**src/rtl/mem_arbiter_pkg.sv**
```systemverilog
// Shared definitions for the byte-serial RAM arbiter: request codes, funct3 codes,
// FSM encoding and the transfer-length helper.
package mem_arbiter_pkg;

    localparam int ADDR_W_DEF = 32;

    localparam logic [1:0] MEM_NONE  = 2'b00;
    localparam logic [1:0] MEM_LOAD  = 2'b01;
    localparam logic [1:0] MEM_STORE = 2'b10;

    localparam logic [2:0] F3_LB  = 3'b000;
    localparam logic [2:0] F3_LH  = 3'b001;
    localparam logic [2:0] F3_LW  = 3'b010;
    localparam logic [2:0] F3_LBU = 3'b100;
    localparam logic [2:0] F3_LHU = 3'b101;
    localparam logic [2:0] F3_SB  = 3'b000;
    localparam logic [2:0] F3_SH  = 3'b001;
    localparam logic [2:0] F3_SW  = 3'b010;

    typedef enum logic [1:0] {
        ST_IDLE = 2'd0,
        ST_XFER = 2'd1,
        ST_WAIT = 2'd2,
        ST_DONE = 2'd3
    } arb_state_e;

    typedef enum logic {
        OWN_IF  = 1'b0,
        OWN_MEM = 1'b1
    } owner_e;

    // Index of the last byte of a transfer (N-1), selected by the size bits of funct3.
    function automatic logic [1:0] last_byte_idx(input logic [2:0] f3);
        case (f3[1:0])
            2'b00:   return 2'd0;
            2'b01:   return 2'd1;
            default: return 2'd3;
        endcase
    endfunction

endpackage

```
**src/rtl/mem_arbiter_load_ext.sv**
```systemverilog
// Combinational load extension of an assembled little-endian word by funct3.
// Kept standalone so the MEM stage can reuse it.
module mem_arbiter_load_ext
    import mem_arbiter_pkg::*;
(
    input  logic [31:0] word_i,
    input  logic [2:0]  funct3_i,
    output logic [31:0] ext_o
);

    always_comb begin
        ext_o = word_i;
        case (funct3_i)
            F3_LB:   ext_o = {{24{word_i[7]}}, word_i[7:0]};
            F3_LH:   ext_o = {{16{word_i[15]}}, word_i[15:0]};
            F3_LBU:  ext_o = {24'd0, word_i[7:0]};
            F3_LHU:  ext_o = {16'd0, word_i[15:0]};
            default: ext_o = word_i;
        endcase
    end

endmodule

```
**src/rtl/mem_arbiter.sv**
```systemverilog
// Owner of the byte-wide RAM port: arbitrates IF and MEM requests, serialises them
// into byte cycles, assembles read bytes and returns one-cycle done pulses.
module mem_arbiter
    import mem_arbiter_pkg::*;
#(
    parameter int ADDR_W = ADDR_W_DEF,
    parameter bit RR_EN  = 1'b1
) (
    input  logic              clk,
    input  logic              rst,
    input  logic              rdy_in,
    input  logic              if_req,
    input  logic [ADDR_W-1:0] if_addr,
    input  logic              if_flush,
    output logic              if_done,
    output logic [31:0]       if_data,
    input  logic [1:0]        mem_req,
    input  logic [2:0]        mem_funct3,
    input  logic [ADDR_W-1:0] mem_addr,
    input  logic [31:0]       mem_wdata,
    output logic              mem_done,
    output logic [31:0]       mem_rdata,
    output logic [ADDR_W-1:0] ram_a,
    output logic              ram_wr,
    output logic [7:0]        ram_dout,
    input  logic [7:0]        ram_din,
    output arb_state_e        dbg_state
);

    arb_state_e        state_q, state_d;
    owner_e            owner_q, last_grant_q;
    logic              store_q;
    logic [2:0]        f3_q;
    logic [ADDR_W-1:0] addr_q;
    logic [31:0]       wdata_q;
    logic [1:0]        last_q;
    logic [1:0]        cnt_q;
    logic              rd_pend_q;
    logic [1:0]        rd_idx_q;
    logic [31:0]       word_q;

    logic        mem_valid;
    logic        grant_if;
    logic        grant_mem;
    logic        flush_hit;
    logic        xfer_last;
    logic [31:0] ext_word;

    assign mem_valid = (mem_req == MEM_LOAD) || (mem_req == MEM_STORE);
    assign flush_hit = if_flush && (state_q != ST_IDLE) && (owner_q == OWN_IF);
    assign xfer_last = (cnt_q == last_q);
    assign dbg_state = state_q;

    // Grants are only sampled in IDLE; a stalled RAM defers the decision.
    always_comb begin
        grant_if  = 1'b0;
        grant_mem = 1'b0;
        if (state_q == ST_IDLE && rdy_in) begin
            if (mem_valid && if_req) begin
                if (RR_EN && last_grant_q == OWN_MEM) grant_if = 1'b1;
                else grant_mem = 1'b1;
            end else if (mem_valid) begin
                grant_mem = 1'b1;
            end else if (if_req) begin
                grant_if = 1'b1;
            end
        end
    end

    always_ff @(posedge clk or negedge rst) begin
        if (!rst) state_q <= ST_IDLE;
        else      state_q <= state_d;
    end

    always_comb begin
        state_d = state_q;
        if (flush_hit) begin
            state_d = ST_IDLE;
        end else begin
            case (state_q)
                ST_IDLE: if (grant_if || grant_mem) state_d = ST_XFER;
                ST_XFER: if (rdy_in && xfer_last) state_d = store_q ? ST_DONE : ST_WAIT;
                ST_WAIT: if (rdy_in) state_d = ST_DONE;
                ST_DONE: state_d = ST_IDLE;
                default: state_d = ST_IDLE;
            endcase
        end
    end

    // Read byte k is issued in one cycle and captured from ram_din in the next.
    always_ff @(posedge clk or negedge rst) begin
        if (!rst) begin
            owner_q      <= OWN_IF;
            last_grant_q <= OWN_IF;
            store_q      <= 1'b0;
            f3_q         <= 3'd0;
            addr_q       <= '0;
            wdata_q      <= 32'd0;
            last_q       <= 2'd0;
            cnt_q        <= 2'd0;
            rd_pend_q    <= 1'b0;
            rd_idx_q     <= 2'd0;
            word_q       <= 32'd0;
        end else begin
            if (rdy_in) begin
                if (rd_pend_q) word_q[{rd_idx_q, 3'b000} +: 8] <= ram_din;
                rd_pend_q <= (state_q == ST_XFER) && !store_q && !flush_hit;
                rd_idx_q  <= cnt_q;
                if (state_q == ST_XFER && !xfer_last) cnt_q <= cnt_q + 2'd1;
            end
            if (flush_hit) rd_pend_q <= 1'b0;
            if (grant_if || grant_mem) begin
                owner_q      <= grant_if ? OWN_IF : OWN_MEM;
                last_grant_q <= grant_if ? OWN_IF : OWN_MEM;
                store_q      <= grant_mem && (mem_req == MEM_STORE);
                f3_q         <= grant_mem ? mem_funct3 : F3_LW;
                addr_q       <= grant_if ? if_addr : mem_addr;
                wdata_q      <= mem_wdata;
                last_q       <= grant_if ? 2'd3 : last_byte_idx(mem_funct3);
                cnt_q        <= 2'd0;
                word_q       <= 32'd0;
            end
        end
    end

    mem_arbiter_load_ext u_load_ext (
        .word_i   (word_q),
        .funct3_i (f3_q),
        .ext_o    (ext_word)
    );

    always_comb begin
        if_done   = 1'b0;
        if_data   = 32'd0;
        mem_done  = 1'b0;
        mem_rdata = 32'd0;
        ram_a     = '0;
        ram_wr    = 1'b0;
        ram_dout  = 8'd0;
        case (state_q)
            ST_XFER: begin
                ram_a = addr_q + ADDR_W'(cnt_q);
                if (store_q) begin
                    ram_wr   = rdy_in;
                    ram_dout = wdata_q[{cnt_q, 3'b000} +: 8];
                end
            end
            ST_WAIT: ram_a = addr_q + ADDR_W'(cnt_q);
            ST_DONE: begin
                if (owner_q == OWN_IF) begin
                    if_done = !if_flush;
                    if_data = if_flush ? 32'd0 : word_q;
                end else begin
                    mem_done  = 1'b1;
                    mem_rdata = store_q ? 32'd0 : ext_word;
                end
            end
            default: ;
        endcase
    end

endmodule
```
**config.mk**
```make
export PLATFORM = sky130hd
export DESIGN_NAME = mem_arbiter
export DESIGN_NICKNAME = d
export VERILOG_FILES = /design/src/rtl/mem_arbiter_pkg.sv /design/src/rtl/mem_arbiter_load_ext.sv /design/src/rtl/mem_arbiter.sv
export SDC_FILE = /design/constraint.sdc
export NUM_CORES = 1
export LEC_CHECK = 0
export BUFFER_PORTS_ARGS = -buffer_cell sky130_fd_sc_hd__buf_2
export CAP_MARGIN = 20
export CORE_MARGIN = 2
export CORE_UTILIZATION = 35
export CTS_CLUSTER_SIZE = 25
export DETAILED_ROUTE_END_ITERATION = 16
export SYNTH_ARGS = -nofsm -noshare
export SYNTH_HDL_FRONTEND = slang
export SYNTH_SLANG_ARGS = --single-unit
export TNS_END_PERCENT = 30
```
**constraint.sdc**
```tcl
create_clock -name clk -period 4.63 [get_ports clk]
set_input_delay 0.463 -clock clk [delete_from_list [all_inputs] [get_ports clk]]
set_output_delay 0.463 -clock clk [all_outputs]
set_load 0.02 [all_outputs]
```
Word level (Yosys, flattened, before mapping)
Index checks and enable logic that the tools add are counted.
{"block": "word_totals", "ff_bits": 110, "input_bits": 114, "out_inout_bits": 109, "elab_cells": 102}
{"block": "op_classes", "n_addsub": 3, "eq_ne": 13, "shift": 3, "mux": 44, "bitwise": 1, "reduce_logical": 27}
{"operator": "32-bit 2-to-1 mux", "count": 11}
{"operator": "32-bit one-hot mux with 4 select lines", "count": 1}
{"operator": "32-bit by 2-bit adder with 32-bit output", "count": 1}
{"operator": "32-bit bitwise mux", "count": 1}
{"operator": "8-bit by 7-bit variable shift with 32-bit output (first input constant)", "count": 1}
{"operator": "32-bit by 6-bit variable part select with 8-bit output", "count": 1}
{"operator": "8-bit by 7-bit variable part select with 32-bit output", "count": 1}
{"operator": "1-bit 2-to-1 mux", "count": 18}
{"operator": "2-bit 2-to-1 mux", "count": 8}
{"operator": "8-bit 2-to-1 mux", "count": 2}
{"operator": "2-bit nonzero test", "count": 5}
{"operator": "1-bit logical AND", "count": 9}
{"operator": "2-bit one-hot mux with 4 select lines", "count": 1}
{"operator": "5-bit negation with 7-bit output", "count": 1}
{"operator": "2-bit by 1-bit == test with 1-bit output (second input constant)", "count": 3}
{"operator": "2-bit == test (second input constant)", "count": 3}
{"operator": "3-bit == test (second input constant)", "count": 2}
{"operator": "3-bit inequality test (second input constant)", "count": 2}
{"operator": "1-bit zero test", "count": 4}
{"operator": "2-bit zero test", "count": 2}
{"operator": "2-bit one-hot mux with 2 select lines", "count": 1}
{"operator": "2-bit AND reduction", "count": 2}
{"operator": "3-bit by 1-bit == test with 1-bit output (second input constant)", "count": 1}
{"operator": "3-bit zero test", "count": 1}
{"operator": "other kinds (8)", "count": 9}

Depth between registers and ports, before layout
Gate-level depths: netlist of run 1.
{"block": "depth", "word_depth": 9, "depth_mapped": 8, "depth_no_buf": 7}

Modules after synthesis
From an unflattened synthesis of run 1, not the netlist that was laid out.
{"block": "unflattened", "cells_unflattened": 730, "area_unflattened_um2": 6459.9}
{"module": "mem_arbiter", "n_inst": 1, "cells_per_inst": 663, "area_per_inst_um2": 6104.6, "seq_area_each_um2": 2752.6}
{"module": "mem_arbiter_load_ext", "n_inst": 1, "cells_per_inst": 67, "area_per_inst_um2": 355.3, "seq_area_each_um2": 0.0}

Least setup slack after synthesis of run 1
OpenSTA, ideal clock, no wires.
{"block": "synth_timing", "path_type": "register to output", "startpoint": "register cnt_q[1]", "endpoint": "output port ram_a[26]", "arrival_ns": 2.503, "required_time_ns": 4.167, "path_slack_ns": 1.664, "path_stages_with_launch": 8, "n_path_buf": 1, "path_cell_list": "dfrtp_1 -> clkbuf_1 -> inv_1 -> fa_1 -> and2b_1 -> nand4_1 -> or4_1 -> a21oi_1"}
{"block": "synth_between", "elab_chain_cells": 2}
{"element": "start, declared", "line": "mem_arbiter.sv:37", "source": "logic [1:0] cnt_q;"}
{"element": "start signal, assigned", "line": "mem_arbiter.sv:109", "source": "if (state_q == ST_XFER && !xfer_last) cnt_q <= cnt_q + 2'd1;"}
{"element": "32-bit by 2-bit adder with 32-bit output", "line": "mem_arbiter.sv:142, mem_arbiter.sv:148"}
{"element": "32-bit 2-to-1 mux"}
{"element": "end, declared", "line": "mem_arbiter.sv:23", "source": "output logic [ADDR_W-1:0] ram_a,"}
No other way between the ends.

Final worst setup path of run 1
{"block": "layout_timing", "startpoint": "register cnt_q[1]", "endpoint": "output port ram_a[30]"}
The elaborated chain is that of the path after synthesis.

==> results of run 1 <==
-- power groups by stage --
| stage | logic [µW] | registers [µW] | clock network, µW |
|---|---|---|---|
| 5_1_grt | 2470 | 1780 | 840 |
| 3_5_place_dp | 2250 | 1730 | 0 |
| 2_1_floorplan | 1690 | 1590 | 0 |
| 3_3_place_gp | 2230 | 1720 | 0 |
| 6_report | 2230 | 1710 | 779 |
| 4_1_cts | 2260 | 1710 | 803 |
-- synthesized netlist by cell type (all sizes together), types with 2 or more instances --
cell type / instances / area (µm²)
clkbuf: 37 / 139
and3: 3 / 18.8
a211o: 2 / 17.5
mux2i: 49 / 490
xor2: 10 / 87.6
nand4: 12 / 90.1
buf: 9 / 52.6
o22a: 2 / 17.5
mux4: 8 / 180
or3: 11 / 68.8
a22o: 18 / 158
o31ai: 9 / 67.6
inv: 37 / 139
ha: 12 / 150
nand3b: 2 / 15.0
nor2b: 11 / 68.8
nand3: 10 / 50.1
nor3: 3 / 15.0
and4: 7 / 61.3
dfrtp: 110 / 2750
mux2: 3 / 33.8
nand2: 130 / 488
nor2: 53 / 199
o21ai: 28 / 148
or4: 9 / 67.6
nor3b: 6 / 45.0
and2: 39 / 244
nand2b: 4 / 25.0
a21oi: 82 / 410
-- routing by layer --
layer	vias up	wire length (µm)
li1	2914	-
met1	2756	8480
met2	177	8160
met3	20	993
met4	0	375
met5	-	0
-- final cells by class --
cell class / count / area share
Timing Repair Buffer: 229 / 0.145
Inverter: 37 / 0.0173
Sequential cell: 110 / 0.342
Clock inverter: 3 / 0.00576
Multi-Input combinational cell: 541 / 0.424
Tap cell: 229 / 0.0356
Clock buffer: 11 / 0.0302
-- kinds of logic after synthesis --
family	Yosys count	share of synthesized area
compound gates	150	0.137
simple gates	307	0.235
buf+inv	83	0.0511
flops	110	0.426
mux	60	0.109
fa+ha+maj	13	0.0263
xor+xnor	11	0.0149
-- worst max-delay path by stage --
stage                 to  slack (ns)  depth (start not counted)
6_report       ram_a[30]        0.66                          7
3_5_place_dp   ram_a[30]        1.04                          7
4_1_cts        ram_a[30]        0.64                          7
2_1_floorplan  ram_a[26]        1.66                          7
3_3_place_gp   ram_a[26]        1.10                          7
5_1_grt        ram_a[24]        0.30                          7
-- stage by stage --
stage	cells	instance area, µm²	utilization
floorplan	734	6460	-
detailed placement	1145	7740	0.430
global placement	1145	7740	0.430
finish	1160	8040	0.446
global route	1160	8040	0.446
CTS	1159	8030	0.446
-- state kept, by name, summed over array words and instances (netlist names) --
register,count
addr_q,32
wdata_q,32
word_q,32
f3_q,3
cnt_q,2
dbg_state,2
last_q,2
rd_idx_q,2
last_grant_q,1
rd_pend_q,1
store_q,1
-- worst max-delay path, cell delays in order, from the launching register on --
cell	delay, ns
dfrtp_1	0.69
inv_1	0.18
fa_1	0.43
and2b_1	0.32
nand4_1	0.57
or4_1	0.61
a21oi_1	0.15
buf_2	0.20
==> flow_metrics.env, run 1 <==
export IMPL_groute_layer_met2_usage=0.294
export IMPL_ir_drop_v=0.000381
export IMPL_hold_path_class="in2async"
export IMPL_r2r_end="word_q[7]"
export IMPL_rsz0062_at_grt="false"
export IMPL_dp_slack_ns=1.04
export IMPL_cts_buffers=9
export IMPL_crit_path_end_kind="output port"
export IMPL_grt_max_degree=60
export IMPL_relSlewSlack=0.296
export IMPL_synth_seq_area_share=0.426
export IMPL_diodes=0
export IMPL_syn_area_mm2=0.00646
export IMPL_grt_pass1_wl_um=29100
export IMPL_fin_crit_sh=0.857
export IMPL_crit_reg2reg_launch="dbg_state[0]"
export IMPL_top_usage_layer="met2"
export IMPL_fillers=1815
export IMPL_drtPass1Iterations=4
export IMPL_synth_flop_cell="dfrtp_1"
export IMPL_io_pins=223
export IMPL_hold_viol_final=0
export IMPL_grt_pass1_vias=5630
export IMPL_ys_ff_latch=110
export IMPL_grt_ovfl_total=0
export IMPL_synth_edff_count=0
export IMPL_via_per_inst=5.06
export IMPL_syn_inst=734
export IMPL_mostFrequentLayoutCell="buf_2"
export IMPL_antenna_found_initial=0
export IMPL_cts_sinks=110
export IMPL_initial_core_util=0.359
export IMPL_hold_ws_ns=0.181
export IMPL_r2r_slack_ns=2.05
export IMPL_crit_arrival_ns=3.50
export IMPL_grt_use_met1=0.257
export IMPL_final_cell_mix="221 x buf_2, 130 x nand2_1, 110 x dfrtp_1, 82 x a21oi_1, 52 x nor2_1"
export IMPL_grt_use_total=0.184
export IMPL_worstSetupPathType="reg2out"
export IMPL_synth_cell_type_count=53
export IMPL_max_freq_ghz=0.252
export IMPL_p_comb_frac=0.472
export IMPL_p_sw_uw=2080
export IMPL_dieWidth_um=140
export IMPL_grtUsageMet3=0.0308
export IMPL_final_nets=1055
export IMPL_drt_iter0_drc=269
export IMPL_cts_root_buf="clkbuf_16"
export IMPL_drcViolationCount=0
export IMPL_p_seq_frac=0.363
export IMPL_synthArstFlopShare=1.00
export IMPL_area_growth_pct=24.4
export IMPL_fin_worst_skew_ns=0.00759
export IMPL_setup_slack_ns=0.663
export IMPL_clkTransAtPathRegs_ns=0.07
export IMPL_core_area_mm2=0.0180
export IMPL_cts_resized=0
export IMPL_internal_power_uw=2640
export IMPL_register_area_mm2=0.00275
export IMPL_start_kind="register"
export IMPL_reg2regPathDepth=6
export IMPL_slew_violations=0
export IMPL_swShare=0.440
export IMPL_post_route_min_period_ns=3.97
export IMPL_htreeDepth=3
export IMPL_status="finished, final reports clean"
export IMPL_num_vias=5867
export IMPL_power_uw=4720
export IMPL_tritoncts="yes"
export IMPL_final_antenna_net_count=0
export IMPL_syn_nets=861
export IMPL_cp_max_fo=19
export IMPL_post_cts_buffers=0
export IMPL_p_leak_uw=0.00420
export IMPL_setup_worst_path_start="cnt_q[1]"
export IMPL_synth_warnings=0
export IMPL_cts_buffer_depth=2
export IMPL_hold_buffers=0
export IMPL_clkPwrFrac=0.165
export IMPL_hpwl_um=13300
export IMPL_worstSkewPairLatency_ns=0.35
export IMPL_power_density_mw_per_mm2=587
export IMPL_post_drt_wl_per_cell_um=15.5
export IMPL_timing_max_cap_violations=0
export IMPL_die_h_um=140
export IMPL_die_area_mm2=0.0196
export IMPL_rows=49
export IMPL_synth_area_per_cell_um2=8.81
export IMPL_worstMarginPinSlew_ns=1.06
export IMPL_setup_viol=0
export IMPL_port_buffers=222
export IMPL_totalWireLength_um=18000
export IMPL_critical_path_required_ns=4.17
export IMPL_layout_drive_gt1_share=0.280
export IMPL_multi_input_area_mm2=0.00341
export IMPL_fin_setup_tns_ns=0
export IMPL_gp_congestion=0.865
(Power assumes the default switching activity.)
==> inputs of run 2 (changes only) <==
==> constraint.sdc (replaced) <==
create_clock -name clk -period 4.89 [get_ports clk]
set_input_delay 0.489 -clock clk [delete_from_list [all_inputs] [get_ports clk]]
set_output_delay 0.489 -clock clk [all_outputs]
set_load 0.02 [all_outputs]
==> flow_metrics.env, run 2 (same netlist as run 1, synthesis figures left out) <==
export IMPL_grt_use_total=0.182
export IMPL_core_area_mm2=0.0180
export IMPL_mostFrequentLayoutCell="buf_2"
export IMPL_cts_sinks=110
export IMPL_worstMarginPinSlew_ns=1.05
export IMPL_hold_buffers=0
export IMPL_drcViolationCount=0
export IMPL_clkPwrFrac=0.158
export IMPL_area_growth_pct=24.2
export IMPL_crit_path_end_kind="output port"
export IMPL_antenna_found_initial=1
export IMPL_post_route_min_period_ns=3.94
export IMPL_post_cts_buffers=0
export IMPL_final_cell_mix="221 x buf_2, 130 x nand2_1, 110 x dfrtp_1, 82 x a21oi_1, 52 x nor2_1"
export IMPL_io_pins=223
export IMPL_internal_power_uw=2460
export IMPL_timing_max_cap_violations=0
export IMPL_swShare=0.446
export IMPL_die_h_um=140
export IMPL_hold_path_class="in2async"
export IMPL_slew_violations=0
export IMPL_max_freq_ghz=0.254
export IMPL_gp_congestion=0.828
export IMPL_grt_pass1_wl_um=28600
export IMPL_via_per_inst=5.05
export IMPL_cp_max_fo=19
export IMPL_grt_pass1_vias=5600
export IMPL_critical_path_required_ns=4.40
export IMPL_rows=49
export IMPL_hpwl_um=13100
export IMPL_status="finished, final reports clean"
export IMPL_rsz0062_at_grt="false"
export IMPL_fin_worst_skew_ns=0.00462
export IMPL_cts_buffers=9
export IMPL_worstSkewPairLatency_ns=0.35
export IMPL_cts_resized=0
export IMPL_tritoncts="yes"
export IMPL_initial_core_util=0.359
export IMPL_fin_setup_tns_ns=0
export IMPL_p_sw_uw=1980
export IMPL_post_drt_wl_per_cell_um=15.4
export IMPL_p_comb_frac=0.476
export IMPL_cts_root_buf="clkbuf_16"
export IMPL_drtPass1Iterations=6
export IMPL_p_leak_uw=0.00420
export IMPL_port_buffers=222
export IMPL_ir_drop_v=0.000332
export IMPL_fin_crit_sh=0.806
export IMPL_num_vias=5877
export IMPL_start_kind="register"
export IMPL_layout_drive_gt1_share=0.282
export IMPL_worstSetupPathType="reg2out"
export IMPL_cts_buffer_depth=2
export IMPL_p_seq_frac=0.366
export IMPL_htreeDepth=3
export IMPL_relSlewSlack=0.298
export IMPL_clkTransAtPathRegs_ns=0.07
export IMPL_final_antenna_net_count=0
export IMPL_power_density_mw_per_mm2=552
export IMPL_reg_top3="addr_q x32, wdata_q x32, word_q x32"
export IMPL_hold_viol_final=0
export IMPL_grt_ovfl_total=0
export IMPL_crit_arrival_ns=3.45
export IMPL_totalWireLength_um=17900
export IMPL_setup_viol=0
export IMPL_drt_iter0_drc=243
export IMPL_grt_max_degree=65
export IMPL_dp_slack_ns=1.27
export IMPL_dieWidth_um=140
export IMPL_die_area_mm2=0.0196
export IMPL_setup_slack_ns=0.947
export IMPL_final_nets=1055
## run 2: changes by cell type in the layout (fill, tap and decap cells not counted)
cell       change
clkinv_2       +2
diode_2        +1
bufinv_16      -1
clkinv_4       +1
## run 2: path summary, 6_finish.rpt
kind | to | start | depth (start not counted) | slack [ns]
max in group asynchronous | wdata_q[26] | rst | 2 | 3.52
worst max-delay path | ram_a[26] | cnt_q[1] | 7 | 0.95
worst max register to register | word_q[7] | dbg_state[0] | 6 | 2.32
worst min register to register | wdata_q[17] | wdata_q[17] | 2 | 0.47
worst min-delay path | addr_q[26] | rst | 1 | 0.21
min in group clk | wdata_q[16] | mem_wdata[16] | 3 | 0.32
## run 2: per-stage QoR
step	total power, µW	utilization	cell area (µm²)	instances	hold slack (ns)
after floorplan	3100	-	6460	734	0.193
after global placement	3740	0.430	7740	1145	0.455
after detailed placement	3770	0.430	7740	1145	0.458
after CTS	4490	0.445	8020	1161	0.244
after global routing	4810	0.446	8030	1163	0.271
final	4430	0.446	8030	1163	0.210
## run 2: power by group through the flow
stage	clock, µW	sequential [µW]	combinational (µW)
2_1_floorplan	0	1510	1600
3_3_place_gp	0	1630	2110
3_5_place_dp	0	1640	2130
4_1_cts	726	1620	2140
5_1_grt	767	1690	2350
6_report	698	1620	2110
## run 2: final cells by class
cell class | instances | area [µm²]
fill | 1825 | 9990
multi-input combinational | 541 | 3410
sequential | 110 | 2750
timing repair buffer | 229 | 1170
tap | 229 | 287
clock buffer | 11 | 243
inverter | 37 | 139
clock inverter | 5 | 35.0
antenna | 1 | 2.50
## run 2: worst max-delay path: stages, from the launching register on
cell and delay, ns:
dfrtp_1 0.67, inv_1 0.17, fa_1 0.42, and2b_1 0.32, nand4_1 0.56, or4_1 0.61
a21oi_1 0.15, buf_2 0.20
## run 2: layer usage
metal | GRT usage | routed length [µm] | up-vias | part of all wire
met3 | 0.0325 | 1020 | 23 | 0.057
met5 | 0 | 0 | - | 0
met1 | 0.246 | 8340 | 2748 | 0.47
li1 | - | - | 2918 | -
met4 | 0.0721 | 436 | 0 | 0.024
met2 | 0.293 | 8110 | 188 | 0.45
==> inputs of run 3 (changes only) <==
--- a/config.mk
+++ b/config.mk
@@ -5,6 +5,7 @@
 export SDC_FILE = /design/constraint.sdc
 export NUM_CORES = 1
 export LEC_CHECK = 0
+export ABC_AREA = 1
 export BUFFER_PORTS_ARGS = -buffer_cell sky130_fd_sc_hd__buf_2
 export CAP_MARGIN = 20
 export CORE_MARGIN = 2
==> constraint.sdc (replaced) <==
create_clock -name clk -period 4.1 [get_ports clk]
set_input_delay 0.41 -clock clk [delete_from_list [all_inputs] [get_ports clk]]
set_output_delay 0.41 -clock clk [all_outputs]
set_load 0.02 [all_outputs]
==> flow_metrics.env, run 3 <==
export IMPL_final_antenna_net_count=0
export IMPL_cp_max_fo=9
export IMPL_r2r_slack_ns=1.38
export IMPL_fillers=1992
export IMPL_cts_buffers=9
export IMPL_grt_max_degree=78
export IMPL_via_per_inst=4.79
export IMPL_path_delay_family="simple AND/OR/NAND/NOR gates"
export IMPL_p_comb_frac=0.488
export IMPL_power_uw=5560
export IMPL_cts_resized=0
export IMPL_hold_viol_final=0
export IMPL_reg2regPathDepth=10
export IMPL_critical_path_max_stage_delay_ns=0.55
export IMPL_multi_input_area_mm2=0.00343
export IMPL_placed_cells=1444
export IMPL_drcViolationCount=0
export IMPL_clkTransAtPathRegs_ns=0.08
export IMPL_r2r_end="word_q[17]"
export IMPL_core_area_mm2=0.0188
export IMPL_die_area_mm2=0.0204
export IMPL_synth_common_cells="293 x nand2_1, 167 x nor2_1, 110 x dfrtp_1"
export IMPL_post_drt_wl_per_cell_um=15.0
export IMPL_rows=50
export IMPL_power_density_mw_per_mm2=661
export IMPL_grt_use_total=0.215
export IMPL_totalWireLength_um=22000
export IMPL_max_freq_ghz=0.314
export IMPL_setup_viol=0
export IMPL_drt_iter0_drc=472
export IMPL_rsz0062_at_grt="false"
export IMPL_relSlewSlack=0.327
export IMPL_dieWidth_um=143
export IMPL_ys_top_cells_by_area="dfrtp_1 41%, nand2_1 16%, nor2_1 9.3%"
export IMPL_slew_violations=0
export IMPL_ir_drop_v=0.000289
export IMPL_gp_congestion=0.941
export IMPL_final_nets=1322
export IMPL_post_route_min_period_ns=3.18
export IMPL_cts_root_buf="clkbuf_16"
export IMPL_synth_warnings=0
export IMPL_worstSetupPathType="reg2out"
export IMPL_num_vias=7004
export IMPL_place_area_mm2=0.00808
export IMPL_syn_area_mm2=0.00676
export IMPL_fin_worst_skew_ns=0.00762
export IMPL_crit_path_end_kind="output port"
export IMPL_worst_path_max_delay_cell="fa_1"
export IMPL_area_growth_pct=24.7
export IMPL_synth_edff_count=0
export IMPL_p_sw_uw=2670
export IMPL_ys_ff_latch=110
export IMPL_dp_slack_ns=1.31
export IMPL_crit_reg2reg_launch="dbg_state[0]"
export IMPL_fin_crit_sh=0.776
export IMPL_mostFrequentLayoutCell="nand2_1"
export IMPL_reg_top3="addr_q x32, wdata_q x32, word_q x32"
export IMPL_synth_cell_type_count=36
export IMPL_post_cts_buffers=0
export IMPL_cp_cell_sequence="clkinv_1 -> fa_1 -> nor2_1 -> inv_1 -> nor2_1 -> nand2_1 -> nand2_1 -> nand2_1 -> nor2_1 -> buf_2"
export IMPL_finalInstanceArea_mm2=0.00842
export IMPL_clkPwrFrac=0.173
export IMPL_hold_path_class="in2async"
export IMPL_finalNonFillerCells=1463
export IMPL_synth_seq_area_share=0.407
export IMPL_status="finished, final reports clean"
export IMPL_die_h_um=143
export IMPL_cts_buffer_depth=2
export IMPL_synth_top_area_frac=0.407
export IMPL_worstSkewPairLatency_ns=0.36
export IMPL_synth_most_common_cell="nand2_1"
export IMPL_synth_top_area_cell="dfrtp_1"
export IMPL_grt_ovfl_total=0
export IMPL_path_buf_inv=3
export IMPL_fin_setup_tns_ns=0
export IMPL_start_kind="register"
export IMPL_port_buffers=222
export IMPL_cts_sinks=110
export IMPL_synth_flop_cell="dfrtp_1"
export IMPL_swShare=0.480
export IMPL_syn_nets=1120
export IMPL_grt_pass1_wl_um=34400
export IMPL_setup_slack_ns=0.919
export IMPL_layout_drive_gt1_share=0.217
export IMPL_final_cell_mix="293 x nand2_1, 221 x buf_2, 166 x nor2_1, 110 x dfrtp_1, 102 x inv_1"
export IMPL_synth_area_per_cell_um2=6.80
export IMPL_htreeDepth=3
export IMPL_antenna_found_initial=4
export IMPL_grt_pass1_vias=6577
export IMPL_worstMarginPinSlew_ns=1.01
export IMPL_initial_core_util=0.359
export IMPL_crit_arrival_ns=2.77
export IMPL_drtPass1Iterations=5
export IMPL_synthArstFlopShare=1.00
export IMPL_register_area_mm2=0.00275
export IMPL_tritoncts="yes"
export IMPL_timing_max_cap_violations=0
export IMPL_hold_buffers=0
export IMPL_syn_inst=993
export IMPL_critical_path_required_ns=3.69
export IMPL_hpwl_um=16600
export IMPL_io_pins=223
export IMPL_internal_power_uw=2890
export IMPL_p_seq_frac=0.339
export IMPL_p_leak_uw=0.00418
[run 3: cell count changes after synthesis, sizes merged, moves of 18 or more]
cell | before | now
a22o | 18 | 0
a21oi | 82 | 46
mux2i | 49 | 0
inv | 37 | 104
and2 | 39 | 0
nand2 | 130 | 296
nor2 | 53 | 171
o21ai | 28 | 67
o211ai | 1 | 23
nand3 | 10 | 70
[run 3: kinds of logic after synthesis]
| kind of cell | Yosys count | synth area share |
|---|---|---|
| adder cells (fa/ha/maj) | 13 | 0.0252 |
| XOR/XNOR | 8 | 0.0104 |
| flip-flops | 110 | 0.407 |
| AO/OA/AOI/OAI | 144 | 0.121 |
| buffers and inverters | 145 | 0.0846 |
| AND/OR/NAND/NOR | 573 | 0.351 |
[run 3: power by group through the flow]
stage	sequential (µW)	combinational (µW)	clock [µW]
CTS	1890	2730	987
floorplan	1790	1940	0
finish	1890	2710	960
global placement	1900	2700	0
global route	1950	3050	1030
detailed placement	1900	2720	0
[run 3: worst max-delay path by stage]
stage	depth (start not counted)	end	startpoint	slack, ns
after floorplan	7	ram_a[30]	cnt_q[1]	1.62
after global placement	10	ram_a[28]	cnt_q[1]	1.37
after detailed placement	10	ram_a[28]	cnt_q[1]	1.31
after CTS	10	ram_a[28]	cnt_q[1]	0.91
after global routing	10	ram_a[28]	cnt_q[1]	0.69
final	10	ram_a[28]	cnt_q[1]	0.92
[run 3: metal layers]
metal	global-route usage	vias to the layer above	share of wire
met1	0.296	3144	0.47
met3	0.0362	31	0.067
met5	0	-	0.00059
met2	0.343	277	0.45
li1	-	3550	-
met4	0.0745	2	0.021
[run 3: cell type report]
type / count / area share
sequential: 110 / 0.327
multi-input combinational: 738 / 0.408
timing repair buffer: 230 / 0.139
inverter: 106 / 0.0472
clock inverter: 7 / 0.0126
antenna: 3 / 0.000891
tap: 260 / 0.0386
clock buffer: 9 / 0.0267
[run 3: stage by stage]
stage                     hold slack (ns)   util
after floorplan                     0.114      -
after global placement              0.449  0.429
after detailed placement            0.455  0.429
after CTS                           0.232  0.447
after global routing                0.245  0.447
final                               0.198  0.447
